## src/rtl/jk_driver.sv

```systemverilog
// Command-driven J/K drive for an external JK flip-flop, with a shadow q model.
// Optional feedback checking of q_fb against the model is enabled by JK_DRIVER_CHECK_EN.
module jk_driver #(
  parameter int unsigned CNT_W = 4
) (
  input  logic             clk,
  input  logic             rst_n,
  input  logic             cmd_valid,
  output logic             cmd_ready,
  input  logic [2:0]       cmd_op,
  input  logic [CNT_W-1:0] cmd_cnt,
  output logic             j,
  output logic             k,
  input  logic             q_fb,
  output logic             model_q,
  output logic             busy,
  output logic             done,
  output logic             mismatch
);

  localparam logic [2:0] OP_CLEAR  = 3'b001;
  localparam logic [2:0] OP_SET    = 3'b010;
  localparam logic [2:0] OP_TOGGLE = 3'b011;
  localparam logic [2:0] OP_LOAD   = 3'b100;
  localparam logic [2:0] OP_BURST  = 3'b101;

  typedef enum logic [1:0] {
    IDLE  = 2'd0,
    DRIVE = 2'd1,
    CHECK = 2'd2
  } state_t;

  state_t           state;
  state_t           state_nxt;
  logic [CNT_W-1:0] count;
  logic [CNT_W-1:0] count_nxt;
  logic [1:0]       dec_jk_c;
  logic [CNT_W-1:0] dec_cnt_c;
  logic             burst_zero_c;
  logic             accept_c;
  logic             j_nxt;
  logic             k_nxt;
  logic             model_nxt;
  logic             busy_nxt;
  logic             done_nxt;
  logic             ready_nxt;

  assign accept_c = cmd_valid && cmd_ready;

  // Opcode decode into the {j,k} pair and the number of drive cycles
  always_comb begin
    dec_jk_c  = 2'b00;
    dec_cnt_c = CNT_W'(1);
    unique case (cmd_op)
      OP_CLEAR:  dec_jk_c = 2'b01;
      OP_SET:    dec_jk_c = 2'b10;
      OP_TOGGLE: dec_jk_c = 2'b11;
      OP_LOAD:   dec_jk_c = cmd_cnt[0] ? 2'b10 : 2'b01;
      OP_BURST: begin
        dec_jk_c  = 2'b11;
        dec_cnt_c = cmd_cnt;
      end
      default:   dec_jk_c = 2'b00;
    endcase
  end

  assign burst_zero_c = (cmd_op == OP_BURST) && (cmd_cnt == '0);

  // State register
  always_ff @(posedge clk) begin
    if (!rst_n) state <= IDLE;
    else        state <= state_nxt;
  end

  // Next-state logic
  always_comb begin
    state_nxt = state;
    unique case (state)
      IDLE: begin
        if (accept_c) state_nxt = burst_zero_c ? CHECK : DRIVE;
      end
      DRIVE: begin
        if (count <= CNT_W'(1)) state_nxt = CHECK;
      end
      CHECK:   state_nxt = IDLE;
      default: state_nxt = IDLE;
    endcase
  end

  // Next values of the registered outputs and datapath
  always_comb begin
    j_nxt     = 1'b0;
    k_nxt     = 1'b0;
    count_nxt = count;
    model_nxt = model_q;
    unique case (state)
      IDLE: begin
        if (accept_c) begin
          if (burst_zero_c) begin
            count_nxt = '0;
          end else begin
            {j_nxt, k_nxt} = dec_jk_c;
            count_nxt      = dec_cnt_c;
          end
        end
      end
      DRIVE: begin
        unique case ({j, k})
          2'b01:   model_nxt = 1'b0;
          2'b10:   model_nxt = 1'b1;
          2'b11:   model_nxt = ~model_q;
          default: model_nxt = model_q;
        endcase
        count_nxt = count - CNT_W'(1);
        if (state_nxt == DRIVE) {j_nxt, k_nxt} = {j, k};
      end
      default: begin
        j_nxt = 1'b0;
        k_nxt = 1'b0;
      end
    endcase
    busy_nxt  = (state_nxt != IDLE);
    done_nxt  = (state_nxt == CHECK);
    ready_nxt = (state_nxt == IDLE);
  end

  // Output and datapath registers
  always_ff @(posedge clk) begin
    if (!rst_n) begin
      j         <= 1'b0;
      k         <= 1'b0;
      count     <= '0;
      model_q   <= 1'b0;
      busy      <= 1'b0;
      done      <= 1'b0;
      cmd_ready <= 1'b1;
    end else begin
      j         <= j_nxt;
      k         <= k_nxt;
      count     <= count_nxt;
      model_q   <= model_nxt;
      busy      <= busy_nxt;
      done      <= done_nxt;
      cmd_ready <= ready_nxt;
    end
  end

`ifdef JK_DRIVER_CHECK_EN
  // Sticky flag: downstream q disagreed with the model when a command finished
  always_ff @(posedge clk) begin
    if (!rst_n)                                mismatch <= 1'b0;
    else if (state == CHECK && q_fb != model_q) mismatch <= 1'b1;
  end
`else
  logic unused_q_fb;
  assign unused_q_fb = q_fb;
  assign mismatch    = 1'b0;
`endif

endmodule
```

## config.mk

```make
export PLATFORM = sky130hd
export DESIGN_NAME = jk_driver
export DESIGN_NICKNAME = d
export VERILOG_FILES = /design/src/rtl/jk_driver.sv
export SDC_FILE = /design/constraint.sdc
export NUM_CORES = 1
export LEC_CHECK = 0
export CAP_MARGIN = 25
export CORE_MARGIN = 10
export CORE_UTILIZATION = 41
export CTS_BUF_LIST = sky130_fd_sc_hd__clkbuf_4 sky130_fd_sc_hd__clkbuf_8 sky130_fd_sc_hd__clkbuf_16
export DETAILED_ROUTE_END_ITERATION = 16
export GPL_TIMING_DRIVEN = 0
export HOLD_SLACK_MARGIN = 0.02
export PLACE_DENSITY = 0.72
export SYNTH_ARGS = -nofsm -noshare
export SYNTH_HDL_FRONTEND = slang
export SYNTH_SLANG_ARGS = --single-unit
```

## constraint.sdc

```tcl
create_clock -name clk -period 1.35 [get_ports clk]
set_clock_uncertainty 0.1 [all_clocks]
set_input_delay 0.27 -clock clk [delete_from_list [all_inputs] [get_ports clk]]
set_output_delay 0.27 -clock clk [all_outputs]
set_load 0.005 [all_outputs]
```

* Word level (Yosys, flattened, before mapping)
Index checks and enable logic that the tools add are counted.
** Word-level totals
- Register bits :: 12
- Bits in latches :: 0
- Bits in writable memories :: 0
- Bits in read-only memories :: 0
- Input bits :: 11
- Output and inout port bits :: 7
- Memories :: 0
** Operators by class
- Add/sub/neg operators :: 1
- Multipliers :: 0
- Div/mod/pow operators :: 0
- $lt $le $gt $ge :: 1
- Equal/unequal tests :: 13
- Shifts and indexed selects :: 0
- Muxes and demuxes :: 18
- Bitwise operators :: 1
- Reductions and logical operators :: 11
** Operators with widths (count)
- 4-bit 2-to-1 mux :: 3
- 2-bit 2-to-1 mux :: 4
- 2-bit one-hot mux with 4 select lines :: 1
- 4-bit one-hot mux with 2 select lines :: 1
- 2-bit by 1-bit equality test with 1-bit output (second input constant) :: 3
- 2-bit equality test (second input constant) :: 3
- 3-bit by 2-bit equality test with 1-bit output (second input constant) :: 2
- 3-bit equality test (second input constant) :: 2
- 1-bit 2-to-1 mux :: 5
- 4-bit by 1-bit less-or-equal comparator with 1-bit output (second input constant) :: 1
- 2-bit zero test :: 2
- 4-bit zero test :: 1
- 2-bit inequality test (second input constant) :: 2
- 1-bit one-hot mux with 2 select lines :: 2
- 2-bit one-hot mux with 2 select lines :: 1
- 2-bit AND reduction :: 2
- 2-bit nonzero test :: 2
- 4-bit by 1-bit subtractor with 4-bit output (second input constant) :: 1
- 3-bit by 1-bit equality test with 1-bit output (second input constant) :: 1
- 1-bit one-hot mux with 3 select lines :: 1
- 3-bit nonzero test :: 1
- 1-bit logical AND :: 2
- 2-bit OR reduction :: 1
- 1-bit inverter :: 1

* Longest topological paths before layout
- Depth after elaboration :: 8
- Mapped depth :: 5

* Least setup slack after synthesis
No wires, ideal clock.
- Kind :: reg2reg
- Start :: reg count[0]
- End :: reg state[0]
- Arrival :: 1.173 ns
- Data required time :: 1.192 ns
- Setup slack :: 0.019 ns
- Stages on the path, launching flop included :: 6
- Clock period less this slack :: 1.331 ns
- Path through :: dfxtp_1 > inv_1 > ha_1 > or2_2 > a21oi_1 > o21a_1
** On the way
- Longest elaborated chain between the ends :: 3
** RTL lines
- start, declared :: RTL line 35 : logic [CNT_W-1:0] count;
- start signal, assigned :: RTL line 140 : count <= count_nxt;
- 4-bit by 1-bit less-or-equal comparator with 1-bit output :: RTL line 83 : if (count <= CNT_W'(1)) state_nxt = CHECK;
- 2-bit 2-to-1 mux :: RTL line 83
- 2-bit one-hot mux with 2 select lines :: RTL line 78 : unique case (state)
- end signal, assigned :: RTL line 72 : else state <= state_nxt;
- end, declared :: RTL line 33 : state_t state;
Every way passes these cells.
A chain may end at the register's enable or synchronous reset.

* Worst setup path after layout
Same ends and word-level chain as after synthesis.

==> results.cfg <==
[run_status]
status = complete, no violations

[global_routing]
grt_pass1_wl_mm = 2.64
grt_pass1_vias = 574
overflow = 0
grt_max_degree = 9
grt_usage = 0.0959
grt_antenna_before_repair = 0

[timing]
fin_ws_ns = 0.0301
finalCritPeriodShare = 0.978
grt_setup_unrepaired = yes
period_needed_ns = 1.32
slew_viol_final = 0
hold_viol = 0
report.final.setup_viol = 0
fmax_mhz = 758

[final_layout]
antenna_cells = 0
multi_input_area_sq_um = 440
area_delta_synth_final_pct = 43.6
seqCellArea_sq_um = 253
layout-drive-gt1-share = 0.273
nFillCells = 130
finalNetCount = 114
layout.cells.non_filler = 115

[route]
via_per_inst = 5.87
first_pass_iters = 4
drc = 0
ant_nets = 0
drt_wl_total_mm = 1.85
wire_per_inst_um = 16.1
dr.first_iter.drc_count = 16
via_count = 675

[die]
die_h_um = 60.3
initial_core_util = 0.437
dieArea_sq_um = 3630
io_pins = 18
core_sq_um = 1520
die_w_um = 60.3
rows = 14

[yosys]
ys_seq_area_frac = 0.361
synth_cell_types = 40
ys.flop_type = dfxtp_1
yosys_warnings = 0
avgSynthCellArea_sq_um = 8.64
synth_area_leaders = dfxtp_1 (36%), a21oi_1 (6.0%), inv_1 (3.9%)
synth-seq-cells = 12
syn_area_sq_um = 666
synth_top_area_cell = dfxtp_1
synth.net_count = 90
synthDominantCellAreaShare = 0.361
postSynth.asyncResetShare = 0
syn_inst = 77
synth-edff-count = 0

[critical_path]
path_class = flop to flop
max_stage_delay_ns = 0.33
startpoint_type = flop
path_max_fanout = 3
slowest_stage = dfxtp_2
crit_required_ns = 1.47
arrival_ns = 1.44
end_kind = flop
crit_chain = buf_4 > ha_1 > or2_4 > a21oi_2 > o21a_1

[clock_network]
cts_hold_buf = 0
clk_pin_slew_ns = 0.07
cts.sinks = 12
cts_buffer_depth = 2
cts_tree = done
worstSkewPairLatency_ns = 0.27
htree_levels = 1
clockRootBuffer = clkbuf_4
cts_buffers = 3

[placement]
place_ws_ns = -0.569
io_buffers = 14
dp_hpwl_mm = 1.22
dpl.cell_count = 107
gp_congestion = 0.874

[min_path]
worst_hold_path_type = input port to flop

[power_and_ir_drop]
p_per_area_nw_per_um2 = 1110
power.leakage_nw = 0.409
ir_drop_mv = 0.670
finalPower_mw = 1.06

[flow_run]
cap_viol_max_count = 0
metrics by stage:
step                hold WS (ns)  TNS (ns)   util  instance area (sq um)
floorplan                  0.345         0      -                    666
global placement           0.349     -4.20  0.542                    826
detailed placement         0.365     -4.26  0.542                    826
CTS                        0.267         0  0.578                    881
global route               0.276   -0.0280  0.627                    956
finish                     0.283         0  0.627                    956
power breakdown:
group | total, mW | switching (mW) | internal, mW
clock network | 0.223 | 0.120 | 0.103
registers | 0.444 | 0.0437 | 0.401
logic | 0.397 | 0.198 | 0.199
total | 1.06 | 0.361 | 0.703
path summary, 6_finish.rpt:
| check | to | slack [ns] | depth (start not counted) | from |
|---|---|---|---|---|
| min | count[0] | 0.28 | 2 | rst_n |
| max reg2reg | state[0] | 0.03 | 5 | count[0] |
| min reg2reg | model_q | 0.34 | 1 | model_q |
| max | state[0] | 0.03 | 5 | count[0] |
placed cells by master (no fill, tap or decap), types with 2 or more instances in the layout:
cell type,count
nand4_1,2
nand3b_1,2
nor2_1,5
nand2_1,2
nor3_1,2
clkbuf_4,3
inv_1,7
nand2b_1,2
dfxtp_4,2
nand3_1,2
clkdlybuf4s50_1,2
dlygate4sd2_1,11
buf_4,6
dfxtp_1,6
dfxtp_2,4
a21oi_1,7
metal layers:
layer / vias up / global-route usage / routed length, um
li1: 328 / - / -
met2: 19 / 0.147 / 925
met1: 323 / 0.111 / 789
met4: 0 / 0.0481 / 29
met5: - / 0 / 0
met3: 5 / 0.0403 / 107
Yosys cell counts (all sizes together) (2+ instances only):
cell type / number
a21oi: 8
nor2: 5
nand2: 2
o21ai: 2
nor3: 3
nand4: 2
ha: 2
inv: 7
dfxtp: 12
buf: 3
nand2b: 2
nand3b: 2
and3b: 2
nand3: 3
cell families (layout without fill, tap and decap cells):
kind of cell | after synthesis | in the layout | share of synthesized area
muxes | 1 | 1 | 0.0150
AOI/OAI and AO/OA | 22 | 22 | 0.226
buffers and inverters | 11 | 33 | 0.0808
other | 1 | 1 | 0.00563
and+or+nand+nor | 28 | 28 | 0.274
DFF | 12 | 12 | 0.361
adders and majority gates | 2 | 2 | 0.0376
critical path, delay by kind of cell, from the launching register on:
family,cells,cell delay (ns)
AO/OA/AOI/OAI,2,0.27
adder cells (fa/ha/maj),1,0.20
buffers and inverters,1,0.13
flip-flops,1,0.33
AND/OR/NAND/NOR,1,0.24
flip-flops by register name, indices dropped and copies added (netlist names):
signal and cells:
done 1, count 4, busy 1, cmd_ready 1
state 2, k 1, j 1, model_q 1
cell type report:
| cell class | instances | area share |
|---|---|---|
| clock buffers | 3 | 0.0236 |
| multi-input cells | 54 | 0.461 |
| repair buffers | 19 | 0.174 |
| well taps | 16 | 0.0209 |
| inverters | 7 | 0.0275 |
| plain buffers | 4 | 0.0288 |
| flip-flops and latches | 12 | 0.264 |
what timing repair did:
| item | in CTS | in global routing |
|---|---|---|
| gates resized for setup | 20 | 13 |
| pin swaps | 2 | 4 |
| endpoints found under the setup margin | 13 | 8 |
| buffers inserted | 1 | 4 |
(Power assumes the default switching activity.)
